===== config.mk =====
export PLATFORM = sky130hd
export DESIGN_NAME = score_display_ctrl_flat
export DESIGN_NICKNAME = d
export VERILOG_FILES = /design/src/rtl/pong_pkg.sv /design/src/rtl/score_display_ctrl_if.sv /design/src/rtl/score_display_ctrl_counter.sv /design/src/rtl/score_display_ctrl.sv /design/src/flat_wrapper.sv
export SDC_FILE = /design/constraint.sdc
export NUM_CORES = 1
export LEC_CHECK = 0
export CAP_MARGIN = 10
export CORE_AREA = 5 5 85 87
export DETAILED_ROUTE_END_ITERATION = 8
export DIE_AREA = 0 0 90 92
export GPL_TIMING_DRIVEN = 0
export PLACE_DENSITY_LB_ADDON = 0.15
export SYNTH_ARGS = -nofsm -noshare
export SYNTH_HDL_FRONTEND = slang
export SYNTH_SLANG_ARGS = --single-unit

===== constraint.sdc =====
create_clock -name i_clk -period 6.5 [get_ports i_clk]
set_input_delay 0.975 -clock i_clk [delete_from_list [all_inputs] [get_ports i_clk]]
set_output_delay 0.975 -clock i_clk [all_outputs]
set_load 0.02 [all_outputs]

===== src/rtl/pong_pkg.sv =====
// Shared constants and helpers for the score display: font cell geometry,
// segment bit positions of the 7-segment ROM word, and BCD conversion.
package pong_pkg;

   localparam int CELL_W = 16;
   localparam int CELL_H = 32;

   // Font ROM code that renders nothing; codes at or above it are never driven.
   localparam logic [3:0] ROM_BLANK = 4'd10;

   localparam int SEG_TOP = 0;
   localparam int SEG_UL  = 1;
   localparam int SEG_UR  = 2;
   localparam int SEG_MID = 3;
   localparam int SEG_LL  = 4;
   localparam int SEG_LR  = 5;
   localparam int SEG_BOT = 6;

   typedef struct packed {
      logic [3:0] lx;
      logic [4:0] ly;
      logic       hit;
      logic       player;
      logic       video_on;
   } px_stage_t;

   function automatic logic [6:0] bcd_to_bin(input logic [7:0] bcd);
      return 7'(bcd[7:4]) * 7'd10 + 7'(bcd[3:0]);
   endfunction

   // Which segments cover local cell coordinate (lx, ly) for thickness t.
   function automatic logic [6:0] seg_mask(input logic [3:0] lx,
                                           input logic [4:0] ly,
                                           input logic [4:0] t);
      logic [6:0] m;
      m          = '0;
      m[SEG_TOP] = (ly < t);
      m[SEG_UL]  = ({1'b0, lx} < t) && (ly < 5'd16);
      m[SEG_UR]  = ({1'b0, lx} >= 5'(CELL_W) - t) && (ly < 5'd16);
      m[SEG_MID] = (ly >= 5'd14) && (ly < 5'd18);
      m[SEG_LL]  = ({1'b0, lx} < t) && (ly >= 5'd16);
      m[SEG_LR]  = ({1'b0, lx} >= 5'(CELL_W) - t) && (ly >= 5'd16);
      m[SEG_BOT] = ({1'b0, ly} >= 6'(CELL_H) - {1'b0, t});
      return m;
   endfunction

endpackage


===== src/rtl/score_display_ctrl_if.sv =====
// Signal bundle between the video/game side and the score display block,
// including the shared font ROM address/data pair.
interface score_display_ctrl_if;
   logic [9:0] i_px_x;
   logic [9:0] i_px_y;
   logic       i_video_on;
   logic       i_frame_tick;
   logic [1:0] i_point;
   logic       i_clear;
   logic [3:0] o_rom_addr;
   logic [6:0] i_rom_data;
   logic       o_pixel;
   logic [7:0] o_p1_bcd;
   logic [7:0] o_p2_bcd;
   logic [1:0] o_win;

   modport master (
      output i_px_x, i_px_y, i_video_on, i_frame_tick, i_point, i_clear, i_rom_data,
      input  o_rom_addr, o_pixel, o_p1_bcd, o_p2_bcd, o_win
   );

   modport slave (
      input  i_px_x, i_px_y, i_video_on, i_frame_tick, i_point, i_clear, i_rom_data,
      output o_rom_addr, o_pixel, o_p1_bcd, o_p2_bcd, o_win
   );
endinterface


===== src/rtl/score_display_ctrl_counter.sv =====
// Two-digit BCD score counter for one player: saturates at 99 and reports
// whether the value it is about to hold equals the winning score.
module bcd_score_counter
   import pong_pkg::*;
#(
   parameter int WIN_SCORE = 11
) (
   input  logic       i_clk,
   input  logic       i_rst,
   input  logic       i_point,
   input  logic       i_clear,
   input  logic       i_enable,
   output logic [7:0] o_bcd,
   output logic       o_win_next
);

   logic [7:0] r_bcd;
   logic [7:0] w_bcd_next;

   // NOTE: every variable written here gets a default first so no latch is inferred.
   always_comb begin
      w_bcd_next = r_bcd;
      if (i_clear) begin
         w_bcd_next = '0;
      end else if (i_point && i_enable && (r_bcd != 8'h99)) begin
         if (r_bcd[3:0] == 4'd9) begin
            w_bcd_next = {r_bcd[7:4] + 4'd1, 4'd0};
         end else begin
            w_bcd_next = {r_bcd[7:4], r_bcd[3:0] + 4'd1};
         end
      end
   end

   // NOTE: state uses non-blocking assignments so all registers update from pre-edge values.
   always_ff @(posedge i_clk) begin
      if (i_rst) begin
         r_bcd <= '0;
      end else begin
         r_bcd <= w_bcd_next;
      end
   end

   assign o_bcd      = r_bcd;
   // Looking at the post-increment value lets the win flag rise on the same edge.
   assign o_win_next = (bcd_to_bin(w_bcd_next) == 7'(WIN_SCORE));

endmodule


===== src/rtl/score_display_ctrl.sv =====
// Draws both players' two-digit scores through one shared 7-segment font ROM,
// keeps the scores, latches the winner and blinks the winning score.
module score_display_ctrl
   import pong_pkg::*;
#(
   parameter int DIGIT_Y    = 16,
   parameter int P1_X       = 256,
   parameter int P2_X       = 344,
   parameter int SEG_T      = 4,
   parameter int WIN_SCORE  = 11,
   parameter int BLINK_LOG2 = 5
) (
   input  logic               i_clk,
   input  logic               i_rst,
   score_display_ctrl_if.slave bus
);

   localparam logic [9:0] X_P1T   = 10'(P1_X);
   localparam logic [9:0] X_P1O   = 10'(P1_X + 24);
   localparam logic [9:0] X_P2T   = 10'(P2_X);
   localparam logic [9:0] X_P2O   = 10'(P2_X + 24);
   localparam logic [9:0] CW      = 10'(CELL_W);
   localparam logic [9:0] Y_TOP   = 10'(DIGIT_Y);
   localparam logic [9:0] Y_END   = 10'(DIGIT_Y + CELL_H);

   logic [7:0] w_p1_bcd;
   logic [7:0] w_p2_bcd;
   logic       w_p1_win_next;
   logic       w_p2_win_next;
   logic       w_count_en;
   logic [1:0] r_win;

   assign w_count_en = (r_win == 2'b00);

   bcd_score_counter #(.WIN_SCORE(WIN_SCORE)) u_p1_score (
      .i_clk      (i_clk),
      .i_rst      (i_rst),
      .i_point    (bus.i_point[0]),
      .i_clear    (bus.i_clear),
      .i_enable   (w_count_en),
      .o_bcd      (w_p1_bcd),
      .o_win_next (w_p1_win_next)
   );

   bcd_score_counter #(.WIN_SCORE(WIN_SCORE)) u_p2_score (
      .i_clk      (i_clk),
      .i_rst      (i_rst),
      .i_point    (bus.i_point[1]),
      .i_clear    (bus.i_clear),
      .i_enable   (w_count_en),
      .o_bcd      (w_p2_bcd),
      .o_win_next (w_p2_win_next)
   );

   always_ff @(posedge i_clk) begin
      if (i_rst || bus.i_clear) begin
         r_win <= 2'b00;
      end else if (w_count_en) begin
         r_win <= {w_p2_win_next, w_p1_win_next};
      end
   end

   logic [BLINK_LOG2-1:0] r_blink_cnt;
   logic                  r_blink_phase;

   // Blink state only runs once someone has won; otherwise it is parked at phase 0.
   always_ff @(posedge i_clk) begin
      if (i_rst || bus.i_clear || w_count_en) begin
         r_blink_cnt   <= '0;
         r_blink_phase <= 1'b0;
      end else if (bus.i_frame_tick) begin
         r_blink_cnt <= r_blink_cnt + 1'b1;
         if (r_blink_cnt == '1) begin
            r_blink_phase <= ~r_blink_phase;
         end
      end
   end

   logic       w_in_row;
   logic       w_in_p1t;
   logic       w_in_p1o;
   logic       w_in_p2t;
   logic       w_in_p2o;
   logic [3:0] w_digit;
   logic [9:0] w_cell_x;
   logic       w_hit;
   logic       w_player;
   px_stage_t  w_s0;
   px_stage_t  r_s1;

   assign w_in_row = (bus.i_px_y >= Y_TOP) && (bus.i_px_y < Y_END);
   assign w_in_p1t = w_in_row && (bus.i_px_x >= X_P1T) && (bus.i_px_x < X_P1T + CW);
   assign w_in_p1o = w_in_row && (bus.i_px_x >= X_P1O) && (bus.i_px_x < X_P1O + CW);
   assign w_in_p2t = w_in_row && (bus.i_px_x >= X_P2T) && (bus.i_px_x < X_P2T + CW);
   assign w_in_p2o = w_in_row && (bus.i_px_x >= X_P2O) && (bus.i_px_x < X_P2O + CW);

   // A zero tens digit counts as a miss so the leading zero is never drawn.
   always_comb begin
      w_digit  = 4'd0;
      w_cell_x = X_P1T;
      w_hit    = 1'b0;
      w_player = 1'b0;
      if (w_in_p1t && (w_p1_bcd[7:4] != 4'd0)) begin
         w_digit  = w_p1_bcd[7:4];
         w_hit    = 1'b1;
      end else if (w_in_p1o) begin
         w_digit  = w_p1_bcd[3:0];
         w_cell_x = X_P1O;
         w_hit    = 1'b1;
      end else if (w_in_p2t && (w_p2_bcd[7:4] != 4'd0)) begin
         w_digit  = w_p2_bcd[7:4];
         w_cell_x = X_P2T;
         w_hit    = 1'b1;
         w_player = 1'b1;
      end else if (w_in_p2o) begin
         w_digit  = w_p2_bcd[3:0];
         w_cell_x = X_P2O;
         w_hit    = 1'b1;
         w_player = 1'b1;
      end
   end

   always_comb begin
      w_s0.lx       = 4'(bus.i_px_x - w_cell_x);
      w_s0.ly       = 5'(bus.i_px_y - Y_TOP);
      w_s0.hit      = w_hit;
      w_s0.player   = w_player;
      w_s0.video_on = bus.i_video_on;
   end

   assign bus.o_rom_addr = (i_rst || (w_digit >= ROM_BLANK)) ? 4'd0 : w_digit;

   logic w_seg_on;
   logic w_blank;
   logic r_pixel;

   assign w_seg_on = |(bus.i_rom_data & seg_mask(r_s1.lx, r_s1.ly, 5'(SEG_T)));
   assign w_blank  = r_blink_phase & r_win[r_s1.player];

   // The ROM word arrives one cycle after its address, aligned with r_s1.
   always_ff @(posedge i_clk) begin
      if (i_rst) begin
         r_s1    <= '0;
         r_pixel <= 1'b0;
      end else begin
         r_s1    <= w_s0;
         r_pixel <= r_s1.hit & r_s1.video_on & ~w_blank & w_seg_on;
      end
   end

   assign bus.o_pixel  = r_pixel;
   assign bus.o_p1_bcd = w_p1_bcd;
   assign bus.o_p2_bcd = w_p2_bcd;
   assign bus.o_win    = r_win;

endmodule


===== src/flat_wrapper.sv =====
// flat-port wrapper written by rule: the top's interface ports become plain ports
module score_display_ctrl_flat import pong_pkg::*;
#(
   parameter int DIGIT_Y    = 16,
   parameter int P1_X       = 256,
   parameter int P2_X       = 344,
   parameter int SEG_T      = 4,
   parameter int WIN_SCORE  = 11,
   parameter int BLINK_LOG2 = 5
)
  (i_clk, i_rst, bus_i_px_x, bus_i_px_y, bus_i_video_on, bus_i_frame_tick, bus_i_point, bus_i_clear, bus_i_rom_data, bus_o_rom_addr, bus_o_pixel, bus_o_p1_bcd, bus_o_p2_bcd, bus_o_win);
  score_display_ctrl_if bus_i ();
  input  logic i_clk;
  input  logic i_rst;
  input wire logic [$bits(bus_i.i_px_x)-1:0] bus_i_px_x;
  input wire logic [$bits(bus_i.i_px_y)-1:0] bus_i_px_y;
  input wire logic [$bits(bus_i.i_video_on)-1:0] bus_i_video_on;
  input wire logic [$bits(bus_i.i_frame_tick)-1:0] bus_i_frame_tick;
  input wire logic [$bits(bus_i.i_point)-1:0] bus_i_point;
  input wire logic [$bits(bus_i.i_clear)-1:0] bus_i_clear;
  input wire logic [$bits(bus_i.i_rom_data)-1:0] bus_i_rom_data;
  output wire logic [$bits(bus_i.o_rom_addr)-1:0] bus_o_rom_addr;
  output wire logic [$bits(bus_i.o_pixel)-1:0] bus_o_pixel;
  output wire logic [$bits(bus_i.o_p1_bcd)-1:0] bus_o_p1_bcd;
  output wire logic [$bits(bus_i.o_p2_bcd)-1:0] bus_o_p2_bcd;
  output wire logic [$bits(bus_i.o_win)-1:0] bus_o_win;
  assign bus_i.i_px_x = bus_i_px_x;
  assign bus_i.i_px_y = bus_i_px_y;
  assign bus_i.i_video_on = bus_i_video_on;
  assign bus_i.i_frame_tick = bus_i_frame_tick;
  assign bus_i.i_point = bus_i_point;
  assign bus_i.i_clear = bus_i_clear;
  assign bus_i.i_rom_data = bus_i_rom_data;
  assign bus_o_rom_addr = bus_i.o_rom_addr;
  assign bus_o_pixel = bus_i.o_pixel;
  assign bus_o_p1_bcd = bus_i.o_p1_bcd;
  assign bus_o_p2_bcd = bus_i.o_p2_bcd;
  assign bus_o_win = bus_i.o_win;
  score_display_ctrl #(.DIGIT_Y(DIGIT_Y), .P1_X(P1_X), .P2_X(P2_X), .SEG_T(SEG_T), .WIN_SCORE(WIN_SCORE), .BLINK_LOG2(BLINK_LOG2)) u_core (.i_clk(i_clk), .i_rst(i_rst), .bus(bus_i));
endmodule

==> metrics.csv, run 1 <==
stage,metric,value,unit
status,status,"complete, no violations",
worst_setup_path,cp.depth,8,
timing,min_period,4.893,ns
worst_setup_path,worstPathMaxFanout,10,
min_path,hold_path_class,reg -> reg,
worst_setup_path,cp_cell_sequence,clkdlybuf4s50_1 > or4b_1 > nor4_2 > buf_2 > nand3_1 > a32oi_2 > nor3b_1 > clkdlybuf4s50_1,
worst_setup_path,rr_startpoint,u_core.u_p2_score.o_bcd[0],
worst_setup_path,r2r_cells,12,
worst_setup_path,critPathCapture,bus_o_rom_addr[3],
worst_setup_path,cp_data_arrival_time,3.92,ns
detailed_routing,wl,6.323,mm
synthesis,async_reset_ff_share,0,%
worst_setup_path,crit_path_start_kind,primary input,
global_route,antenna_found_initial,0,
timing,setup_tns,0,ns
timing,period_share,75.28,%
global_route,grt_use_met3,4.337,%
detailed_routing,drt.antenna.violating_nets,0,
finish,seq_area,680.7,µm²
global_route,use_met1,19.88,%
floorplan,dieWidth,90,µm
timing,final-setup-viol-count,0,
detailed_routing,drtIter0Drc,142,
finish,drive_above_1_share,6.158,%
detailed_routing,drc,0,
detailed_routing,vias_per_cell,5.311,
clocking,postCtsHoldBufs,0,
finish,num_antenna_cells,0,
worst_setup_path,slowest_stage,clkdlybuf4s50_1,
floorplan,dieArea,8280,µm²
power,seq_power_share,49.8,%
synthesis,synth_seq_cells,34,
worst_setup_path,path_buf_inv,3,
synthesis,yosys_warnings,0,
detailed_routing,firstDrtPassIters,4,
floorplan,start_util,38.97,%
power,powerDensity,136.6,nW/µm²
synthesis,synthesis.area,2446,µm²
global_route,grt_busiest_layer,met2,
floorplan,core_area,6277,µm²
global_route,gr-usage-met2,25.00,%
clocking,ctsResizeCount,0,
clocking,numCtsBuffers,5,
timing,finClkSkew,0.004531,ns
floorplan,io_pins,57,
synthesis,ys.flop_type,dfxtp_1,
power,p_sw,0.0001066,W
synthesis,syn_nets,344,
clocking,insertion_delay,0.29,ns
power,max-vdd-ir-drop,68.99,µV
global_route,grtUsageTotal,15.38,%
floorplan,num_rows,29,
finish,multi_input_area,1680,µm²
clocking,clock_path_buffers,2,
power,swShare,24.78,%
worst_setup_path,crit_start,bus_i_px_x[9],
placement,place_area,3053,µm²
worst_setup_path,rrSetupSlack,2.42,ns
finish,final_cells,418,
job,cap_viol_max_count,0,
timing,finalHoldViolations,0,
placement,io_buffers,51,
worst_setup_path,cpPeakStageDelay,0.64,ns
floorplan,die_h,92,µm
clocking,postCtsSetupRepairBufs,0,
synthesis,syn_avg_cell_area,8.674,µm²
finish,final_area,3148,µm²
power,combPwrFrac,12.0,%
clocking,clk_pin_slew,0.07,ns
global_route,grt_max_degree,12,
timing,maxSlewHeadroom,51.48,%
finish,final_common_cell,clkdlybuf4s50_1,
finish,nFillCells,604,
synthesis,synthCells,282,
global_route,grt_pass1_vias,2146,
power,internal_power,0.0003235,W
worst_setup_path,cpMostUsedCell,clkdlybuf4s50_1,
timing,fmax,204.4,MHz
clocking,cts_root_buf,clkbuf_8,
placement,dp_hpwl,5.015,mm
detailed_routing,vias,2220,
synthesis,synth_seq_area_share,27.83,%
worst_setup_path,r2r_end,u_core.bus.o_win[1],
timing,rsz0062_at_grt,false,
synthesis,ys_types,56,
power,leakagePower,1.199,nW
timing,worst_pin_slew,0.7164,ns
placement,place_inst,410,
clocking,cts_sinks,34,
clocking,h-tree-depth,2,
placement,gp_congestion,0.8503,
synthesis,synth-edff-count,0,
finish,syn_to_final_growth,28.70,%
power,power.share.clock,38.2,%
placement,dp_slack,1.592,ns
timing,setup_slack,1.607,ns
finish,fin_nets,402,
worst_setup_path,cp-end-kind,output port,
timing,finalMaxSlewViolations,0,
worst_setup_path,cp_top_family,buffers and inverters,
finish,final_cell_mix,"51 x clkdlybuf4s50_1, 34 x dfxtp_1, 31 x nor2_1",
global_route,grt_pass1_wl,10.52,mm
clocking,cts_tree,done,
worst_setup_path,cp_data_required_time,5.52,ns
global_route,grt-ovfl-total,0,
worst_setup_path,worstSetupPathType,in -> out,
detailed_routing,drt-wirelength-per-cell,15.13,µm
[through the flow]
| stage | hold WS [ns] | power [W] | util (%) |
|---|---|---|---|
| after floorplan | 0.4123 | 0.0002420 | - |
| after global placement | 0.4348 | 0.0002703 | 48.63 |
| after detailed placement | 0.4455 | 0.0002702 | 48.63 |
| after CTS | 0.4537 | 0.0004344 | 50.15 |
| after global routing | 0.4565 | 0.0004478 | 50.15 |
| final | 0.4457 | 0.0004300 | 50.15 |
[state kept, by name (all words and copies together), names as in the netlist]
signal and count:
u_core.r_s1 9, u_core.u_p1_score.o_bcd 8, u_core.u_p2_score.o_bcd 8, u_core.r_blink_cnt 5, u_core.bus.o_win 2, u_core.bus.o_pixel 1
u_core.r_blink_phase 1
[layer usage]
layer	up-vias	share of wire, %
met4	0	1.5
met2	65	46
met5	-	0
li1	1140	-
met3	11	6.4
met1	1004	46
[layout make-up]
class	instances	share of cell area, %
buffer	8	1.033
clock buffer	6	2.623
clock inverter	2	0.3975
inverter	14	1.669
multi-input combinational	226	53.38
sequential	34	21.62
tap	77	3.060
timing repair buffer	51	16.22
[cell usage after synthesis, types with 3 or more instances]
master | instances | share of area [%]
o21ai_0 | 3 | 0.61
a32o_1 | 3 | 1.2
nand2_1 | 12 | 1.8
fa_1 | 4 | 3.3
clkbuf_1 | 6 | 0.92
o211ai_1 | 3 | 0.92
mux2i_1 | 5 | 2.0
nand3_1 | 15 | 3.1
nand4_1 | 4 | 1.0
nor2b_1 | 13 | 3.3
o31ai_1 | 3 | 0.92
xnor2_1 | 7 | 2.5
ha_1 | 24 | 12
and2_1 | 5 | 1.3
o21ai_1 | 3 | 0.61
nand3b_1 | 4 | 1.2
dfxtp_1 | 34 | 28
nor3_1 | 13 | 2.7
nor2_1 | 31 | 4.8
nor3b_1 | 4 | 1.2
inv_1 | 13 | 2.0
a21oi_1 | 11 | 2.3
or3_1 | 5 | 1.3
xor2_1 | 8 | 2.9
[cell families after synthesis]
group	count (synthesis)	share of synthesized area (%)
and+or+nand+nor	128	29.36
xor gates and xnor gates	17	7.315
buffers and inverters	22	3.478
AOI/OAI and AO/OA	47	13.96
DFF	34	27.83
adders and majority gates	28	15.55
muxes	6	2.506
[power by group through the flow]
stage / Sequential (W) / Clock [W] / Combinational, W
2_1_floorplan: 0.000219 / 0 / 0.0000229
3_3_place_gp: 0.000219 / 0 / 0.0000513
3_5_place_dp: 0.000219 / 0 / 0.0000513
4_1_cts: 0.000214 / 0.000169 / 0.0000516
5_1_grt: 0.000215 / 0.000177 / 0.0000565
6_report: 0.000214 / 0.000164 / 0.0000514
[worst min path at each step]
stage,startpoint,endpoint,slack [ns],depth (start not counted)
floorplan,u_core.r_s1[7],u_core.bus.o_pixel,0.41,1
global placement,u_core.r_s1[7],u_core.bus.o_pixel,0.43,1
detailed placement,u_core.r_s1[7],u_core.bus.o_pixel,0.45,1
CTS,u_core.r_s1[7],u_core.bus.o_pixel,0.45,1
global route,u_core.r_s1[7],u_core.bus.o_pixel,0.46,1
finish,u_core.r_s1[7],u_core.bus.o_pixel,0.45,1
Note: power is estimated with default switching activity, not from simulation.
==> run 2, diff against run 1 <==
- clock period: 6.5 -> 4.3 ns (I/O delays scaled with it)
==> run 2 against run 1 <==
Clock power rose by 51%. Flip-flop and latch count unchanged. Global-route usage stayed put. Sequential share of layout area fell by 0.11 points. Worst hold slack barely moved. Utilization up 0.26 points. Die area is the same. Largest power group unchanged.
==> metrics.csv, run 2 (synthesis gave the netlist of run 1 again) <==
stage,metric,value,unit
floorplan,num_rows,29,
clocking,cts_root_buf,clkbuf_8,
detailed_routing,drc,0,
finish,num_antenna_cells,0,
floorplan,dieWidth,90,µm
detailed_routing,vias,2230,
floorplan,die_h,92,µm
floorplan,io_pins,57,
clocking,cts_tree,done,
timing,period_share,97.29,%
power,internal_power,0.0004893,W
global_route,grt-ovfl-total,0,
worst_setup_path,worstPathMaxFanout,10,
floorplan,core_area,6277,µm²
power,power.share.clock,38.1,%
placement,place_area,3053,µm²
power,seq_power_share,49.8,%
job,cap_viol_max_count,0,
status,status,"complete, no violations",
timing,finalHoldViolations,0,
floorplan,dieArea,8280,µm²
global_route,grt_pass1_wl,10.52,mm
finish,fin_nets,402,
timing,final-setup-viol-count,0,
finish,syn_to_final_growth,29.36,%
power,combPwrFrac,12.1,%
detailed_routing,drt.antenna.violating_nets,0,
global_route,grt_max_degree,12,
finish,seq_area,680.7,µm²
finish,final_area,3164,µm²
worst_setup_path,crit_path_start_kind,primary input,
global_route,grt_pass1_vias,2146,
timing,fmax,239.0,MHz
placement,io_buffers,51,
timing,maxSlewHeadroom,64.93,%
finish,largest_register_ffs,9,
timing,finalMaxSlewViolations,0,
global_route,antenna_found_initial,0,
power,leakagePower,1.202,nW
clocking,numCtsBuffers,5,
timing,rsz0062_at_grt,true,
power,p_sw,0.0001615,W
detailed_routing,firstDrtPassIters,5,
finish,regMostFlops,u_core.r_s1,
clocking,clk_pin_slew,0.07,ns
clocking,postCtsSetupRepairBufs,0,
power,swShare,24.82,%
timing,min_period,4.183,ns
detailed_routing,wl,6.304,mm
finish,nFillCells,600,
min_path,hold_path_class,reg -> reg,
finish,multi_input_area,1697,µm²
clocking,clock_path_buffers,2,
clocking,h-tree-depth,2,
timing,finClkSkew,0.004100,ns
global_route,grtUsageTotal,15.38,%
placement,dp_hpwl,5.015,mm
worst_setup_path,worstSetupPathType,in -> out,
power,powerDensity,205.7,nW/µm²
floorplan,start_util,38.97,%
placement,gp_congestion,0.8503,
worst_setup_path,cp-end-kind,output port,
detailed_routing,drt-wirelength-per-cell,15.08,µm
worst_setup_path,cp_data_required_time,3.65,ns
timing,worst_pin_slew,0.5241,ns
finish,final_cell_mix,"51 x clkdlybuf4s50_1, 34 x dfxtp_1, 31 x nor2_1",
worst_setup_path,cp_data_arrival_time,3.54,ns
finish,drive_above_1_share,6.452,%
finish,final_cells,418,
finish,final_common_cell,clkdlybuf4s50_1,
detailed_routing,drtIter0Drc,148,
detailed_routing,vias_per_cell,5.335,
clocking,insertion_delay,0.29,ns
power,max-vdd-ir-drop,104.2,µV
clocking,cts_sinks,34,
placement,place_inst,410,
-- run 2: cell counts in the layout (fill, tap and decap cells not counted) --
No cell type changed its count.
-- run 2: area by class of cell --
type | count | area share (%)
inverter | 14 | 1.661
clock buffer | 6 | 2.610
sequential | 34 | 21.51
timing repair buffer | 51 | 16.13
buffer | 8 | 1.028
tap | 77 | 3.045
multi-input combinational | 226 | 53.62
clock inverter | 2 | 0.3954
-- run 2: routing by layer --
layer / routed length, µm / track usage (%)
met2: 2886 / 25.00
met5: 0 / 0
met1: 2949 / 19.88
met4: 85 / 4.591
met3: 382 / 4.337
-- run 2: through the flow --
step | power, W | setup WS, ns | TNS (ns) | util (%) | hold slack (ns)
after global routing | 0.0006782 | -0.02030 | -0.02030 | 50.41 | 0.4565
after floorplan | 0.0003659 | 0.6521 | 0 | - | 0.4123
after CTS | 0.0006567 | 0.04823 | 0 | 50.15 | 0.4537
after global placement | 0.0004086 | 0.06459 | 0 | 48.63 | 0.4348
final | 0.0006508 | 0.1167 | 0 | 50.41 | 0.4457
after detailed placement | 0.0004085 | 0.05194 | 0 | 48.63 | 0.4455
-- run 2: worst paths after layout --
kind         slack (ns)  cells after the start                   to                       start
max                0.12                      8    bus_o_rom_addr[3]               bus_i_px_x[9]
min                0.45                      1   u_core.bus.o_pixel              u_core.r_s1[7]
max reg2reg        0.42                     12  u_core.bus.o_win[1]  u_core.u_p2_score.o_bcd[0]
min reg2reg        0.45                      1   u_core.bus.o_pixel              u_core.r_s1[7]
-- run 2: power groups by stage --
| stage | Combinational [W] | Sequential (W) | Clock (W) |
|---|---|---|---|
| 2_1_floorplan | 0.0000346 | 0.000331 | 0 |
| 3_3_place_gp | 0.0000776 | 0.000331 | 0 |
| 3_5_place_dp | 0.0000775 | 0.000331 | 0 |
| 4_1_cts | 0.0000781 | 0.000324 | 0.000255 |
| 5_1_grt | 0.0000866 | 0.000324 | 0.000267 |
| 6_report | 0.0000788 | 0.000324 | 0.000248 |
-- run 2: worst max-delay path, stage by stage --
cell and delay (ns):
clkdlybuf4s50_1 0.39, or4b_1 0.57, nor4_4 0.32, buf_2 0.28, nand3_1 0.15, a32oi_2 0.32
nor3b_1 0.23, clkdlybuf4s50_1 0.64
-- run 2: timing repair --
action                                  CTS  global route
resized for setup                         0             2
endpoints found under the setup margin    0             2
hold buffers                              0             0
==> run 3, diff against run 2 <==
- SETUP_SLACK_MARGIN: unset -> 0.3
==> run 3 against run 2 <==
Critical path depth is the same. Utilization grew 0.36 points. Fmax is 6.3% higher. Wire length is 0.54% higher. Sequential power about the same. Final area grew 0.71%. First-iteration DRC count decreased by 20%. Via count increased by 0.22%. Critical path type unchanged. Critical endpoint is now bus_o_rom_addr[2]. Highest routed layer unchanged.
==> metrics.csv, run 3 (synthesis gave the netlist of run 1 again) <==
stage,metric,value,unit
timing,setup_tns,0,ns
detailed_routing,firstDrtPassIters,5,
timing,fmax,254.2,MHz
finish,final_common_cell,clkdlybuf4s50_1,
timing,rsz0062_at_grt,true,
timing,min_period,3.934,ns
global_route,antenna_found_initial,0,
clocking,insertion_delay,0.29,ns
placement,dp_hpwl,5.015,mm
clocking,cts_tree,done,
timing,final-setup-viol-count,0,
worst_setup_path,crit_path_start_kind,primary input,
detailed_routing,vias_per_cell,5.347,
floorplan,core_area,6277,µm²
worst_setup_path,worstSetupPathType,in -> out,
clocking,clock_path_buffers,2,
floorplan,die_h,92,µm
power,powerDensity,204.5,nW/µm²
timing,finClkSkew,0.003887,ns
worst_setup_path,cp_data_arrival_time,3.29,ns
timing,finalMaxSlewViolations,0,
floorplan,start_util,38.97,%
finish,final_cell_mix,"48 x clkdlybuf4s50_1, 34 x dfxtp_1, 31 x nor2_1",
finish,drive_above_1_share,6.745,%
power,max-vdd-ir-drop,104.0,µV
clocking,h-tree-depth,2,
detailed_routing,drt-wirelength-per-cell,15.16,µm
floorplan,dieWidth,90,µm
worst_setup_path,worstPathMaxFanout,10,
clocking,numCtsBuffers,5,
placement,gp_congestion,0.8503,
worst_setup_path,cp-end-kind,output port,
timing,maxSlewHeadroom,64.61,%
floorplan,io_pins,57,
global_route,grtUsageTotal,15.48,%
detailed_routing,vias,2235,
clocking,cts_root_buf,clkbuf_8,
status,status,"complete, no violations",
job,cap_viol_max_count,0,
detailed_routing,drtIter0Drc,119,
global_route,grt-ovfl-total,0,
timing,period_share,91.48,%
power,power.total,0.0006518,W
finish,syn_to_final_growth,30.28,%
finish,num_antenna_cells,0,
finish,regMostFlops,u_core.r_s1,
finish,fin_nets,402,
finish,largest_register_ffs,9,
detailed_routing,drt.antenna.violating_nets,0,
power,leakagePower,1.246,nW
detailed_routing,wl,6.338,mm
clocking,cts_sinks,34,
floorplan,dieArea,8280,µm²
min_path,hold_path_class,reg -> reg,
timing,finalHoldViolations,0,
global_route,grt_pass1_vias,2171,
clocking,clk_pin_slew,0.07,ns
finish,final_area,3187,µm²
placement,place_area,3053,µm²
detailed_routing,drc,0,
timing,worst_pin_slew,0.5309,ns
placement,io_buffers,51,
global_route,grt_pass1_wl,10.57,mm
global_route,grt_max_degree,12,
worst_setup_path,cp_data_required_time,3.65,ns
floorplan,num_rows,29,
## run 3: critical path: stages
cell,delay [ns]
clkdlybuf4s50_1,0.39
or4b_1,0.57
nor4_4,0.32
buf_4,0.23
nand3_1,0.12
a32oi_2,0.36
nor3b_1,0.09
clkdlybuf4s50_1,0.55
## run 3: final timing paths
check                                   from             endpoint  slack, ns  depth (start not counted)
hold reg to reg               u_core.r_s1[7]   u_core.bus.o_pixel       0.45                          1
hold / removal                u_core.r_s1[7]   u_core.bus.o_pixel       0.45                          1
setup / recovery               bus_i_px_x[9]    bus_o_rom_addr[2]       0.37                          8
setup reg to reg  u_core.u_p2_score.o_bcd[0]  u_core.bus.o_win[1]       0.49                         12
## run 3: area by class of cell
class,instances,area (µm²)
Buffer,8,35.03
Clock inverter,2,12.51
Tap cell,77,96.34
Sequential cell,34,680.7
Multi-Input combinational cell,226,1713
Inverter,14,52.55
Timing Repair Buffer,51,514.2
Clock buffer,6,82.58
Fill cell,600,3090
## run 3: timing repair
item                                    CTS  global route
endpoints found under the hold margin     0             0
resized for setup                         4             4
buffers inserted                          0             0
endpoints found under the setup margin    5             3
hold buffers                              0             0
pin swaps                                 0             1
## run 3: per-stage QoR
step | instances | setup slack (ns) | hold slack, ns | util (%)
2_1_floorplan | 282 | 0.6521 | 0.4123 | -
3_3_place_gp | 410 | 0.06459 | 0.4348 | 48.63
3_5_place_dp | 410 | 0.05194 | 0.4455 | 48.63
4_1_cts | 418 | 0.3376 | 0.4537 | 50.43
5_1_grt | 418 | 0.2322 | 0.4565 | 50.77
6_report | 418 | 0.3665 | 0.4457 | 50.77
## run 3: layer usage
metal  global-route usage, %  wire [µm]  vias up
met5                       0          0        -
met4                   4.839         95        0
met3                   4.337        367       10
met2                   25.37       2899       64
met1                   19.78       2975     1021
li1                        -          -     1140
## run 3: report_power, final
part | leakage, nW | switching, W | internal (W)
Clock | 0.0472 | 0.000120 | 0.000129
Combinational | 0.923 | 0.0000381 | 0.0000416
Sequential | 0.276 | 0.00000432 | 0.000319
==> RTL change: new RTL, config.mk and constraints of run 1 <==
`BLINK_LOG2` is set to 5 in 2 places; all go to 3.
--- a/src/rtl/score_display_ctrl.sv
+++ b/src/rtl/score_display_ctrl.sv
@@ -9,5 +9,5 @@
    parameter int SEG_T      = 4,
    parameter int WIN_SCORE  = 11,
-   parameter int BLINK_LOG2 = 5
+   parameter int BLINK_LOG2 = 3
 ) (
    input  logic               i_clk,
--- a/src/flat_wrapper.sv
+++ b/src/flat_wrapper.sv
@@ -7,5 +7,5 @@
    parameter int SEG_T      = 4,
    parameter int WIN_SCORE  = 11,
-   parameter int BLINK_LOG2 = 5
+   parameter int BLINK_LOG2 = 3
 )
   (i_clk, i_rst, bus_i_px_x, bus_i_px_y, bus_i_video_on, bus_i_frame_tick, bus_i_point, bus_i_clear, bus_i_rom_data, bus_o_rom_addr, bus_o_pixel, bus_o_p1_bcd, bus_o_p2_bcd, bus_o_win);
Formal check against the unedited RTL: same outputs for any inputs over 10 cycles, from zero or initial values and one cycle with i_rst high; that may be too few to reach the edited logic, so the function may still have changed.
==> RTL change against run 1 <==
Wire length decreased by 0.70%; fmax is 7.1% higher; count of clock-buffer cells in the layout stayed put; hold slack got worse by 0.011 ns; synthesized area decreased by 2.7%; setup slack better by 0.32 ns; sequential share of layout area fell by 1.1 points; sequential cell count shrank 2; final area is 1.0% lower; power rose by 3.1%; sequential power is 6% lower; critical path depth is 1 lower.
==> RTL change: results (changes against run 1) <==
Synthesis
  – Mapped Avg Cell Area: 8.33 µm² (-4.0%)
  – Synth cell types: 57 (+1.8%)
  – Sequential area share after synthesis: 26.9% (-0.92 points)
  – Largest cells by area after synthesis: dfxtp_1 27%, ha_1 13%, nor2_1 6.3%
  – YS warnings: 0 (unchanged)
  – Post-Syn Nets: 348 (+1.2%)
  – Top cells by instance count after synthesis: 40 x nor2_1, 32 x dfxtp_1, 24 x ha_1, 22 x nand2_1, 17 x inv_1
  – Async SR Flop Fraction: 0% (unchanged)

Critical path
  – Critical path arrival: 3.59 ns (-0.33 ns)
  – Worst R2R Start: u_core.u_p1_score.o_bcd[0]$_SDFF_PP0_
  – R2R setup slack: 2.75 ns (+0.33 ns)
  – Crit-path max FO: 7 (-3)
  – Worst r2r dst: u_core.bus.o_win[0]$_SDFFE_PP0N_
  – Worst r2r path cells: 14 (+2)

Drt
  – Vias/cell: 5.27 (-0.79%)
  – WL per Instance: 14.8 µm (-2.1%)
  – Final wirelength: 6.28 mm (-0.70%)
  – Starting DRT DRC Count: 93 (-35%)

Run status
  – Status: finished, final reports clean

STA
  – Hold WS: 0.435 ns (-0.0107 ns)
  – Clock skew: 0.00659 ns (+0.00206 ns)
  – Max-slew violation count: 0 (unchanged)
  – Max transition margin: 61.7% (+10 points)

Power
  – Peak VDD IR: 0.118 mV (+70%)
  – Cell-internal power: 0.341 mW (+5.4%)
  – Lkg Pwr: 1.26 nW (+5.0%)

Clock tree
  – CTS HTree Levels: 2 (unchanged)
  – CTS resizes: 0 (unchanged)
  – Reg clk slew, reported paths: 0.07 ns (about the same)
  – CTS buffer count: 5 (unchanged)

Placement
  – Placed insts: 416 (+1.5%)
  – I/O Buffers: 53 (+3.9%)
  – Hpwl dp: 4.98 mm (-0.68%)
  – DP Area: 3010 µm² (-1.5%)
  – GP Congestion: 0.810 (-4.7%)

Min path
  – WHS Path Cells: 2 (+1)
  – Min-Delay Path Class: flip-flop to flip-flop
  – HP Start: u_core.r_s1[0]$_SDFF_PP0_

GRT
  – Gr usage total: 15.7% (+0.36 points)
  – Vias in the first global route: 2,247 (+4.7%)
  – First-pass GRT wire length: 10.8 mm (+2.4%)
  – Initial antenna violation count: 0 (unchanged)
  – Pin count of the biggest net entering global routing: 11 (-1)

Finish
  – Share of cells above drive strength 1: 5.76% (-0.39 points)
  – Final-stage net count: 408 (+1.5%)
RTL change: cell types whose count changed in the layout (fill, tap and decap cells not counted), moves of 4 or more:
cell,run 1,this run
nand2_1,12,22
nand3_1,15,6
nor2_1,31,40
nor2b_1,13,7
xnor2_1,7,12
inv_1,13,17
or3_1,5,1
RTL change: through the flow:
step | power (mW) | worst slack (ns)
final | 0.443 | 1.93
after global routing | 0.464 | 1.69
after CTS | 0.448 | 1.90
after detailed placement | 0.259 | 1.84
after global placement | 0.259 | 1.89
after floorplan | 0.230 | 2.66
RTL change: power by group through the flow:
stage	sequential (mW)	clock (mW)	combinational (mW)
5_1_grt	0.203	0.203	0.0583
4_1_cts	0.202	0.193	0.0530
3_5_place_dp	0.207	0	0.0527
6_report	0.202	0.189	0.0524
2_1_floorplan	0.207	0	0.0228
3_3_place_gp	0.207	0	0.0524
RTL change: final cells by class:
| cell class | instances | area, µm² |
|---|---|---|
| fill | 631 | 3160 |
| multi-input combinational | 230 | 1650 |
| sequential | 32 | 641 |
| timing repair buffer | 53 | 531 |
| tap | 77 | 96.3 |
| clock buffer | 6 | 72.6 |
| inverter | 17 | 63.8 |
| clock inverter | 2 | 35.0 |
| buffer | 7 | 26.3 |
RTL change: worst max path at each step:
stage / startpoint / end / cells after the start
3_3_place_gp: bus_i_point[0] / u_core.bus.o_win[0]$_SDFFE_PP0N_ / 14
6_report: bus_i_px_x[5] / bus_o_rom_addr[0] / 7
4_1_cts: bus_i_px_x[5] / bus_o_rom_addr[0] / 7
2_1_floorplan: bus_i_point[0] / u_core.bus.o_win[0]$_SDFFE_PP0N_ / 12
3_5_place_dp: bus_i_point[0] / u_core.bus.o_win[0]$_SDFFE_PP0N_ / 14
5_1_grt: bus_i_px_x[5] / bus_o_rom_addr[0] / 7
RTL change: cells by family after synthesis:
logic type                 Yosys count  synth area share [%]
and+or+nand+nor                    128                  28.1
buffers and inverters               24                  3.78
muxes                               10                  4.31
AOI/OAI and AO/OA                   46                  14.3
xor gates and xnor gates            18                  6.62
DFF                                 32                  26.9
adders and majority gates           28                  16.0
RTL change: worst max-delay path: stages:
cell and delay [ns]:
clkdlybuf4s50_1 0.56, nor3b_1 0.39, or2_4 0.22, a21oi_1 0.08
a211o_1 0.35, a2111oi_2 0.34, clkdlybuf4s50_1 0.67
RTL change: metal layers:
layer  part of all wire, %  vias up  global-route usage, %
met2                    48       48                   27.2
met1                    46     1044                   19.2
met4                   1.8        0                   4.59
li1                      -     1133                      -
met5                     0        -                      0
met3                   4.8        9                   4.17
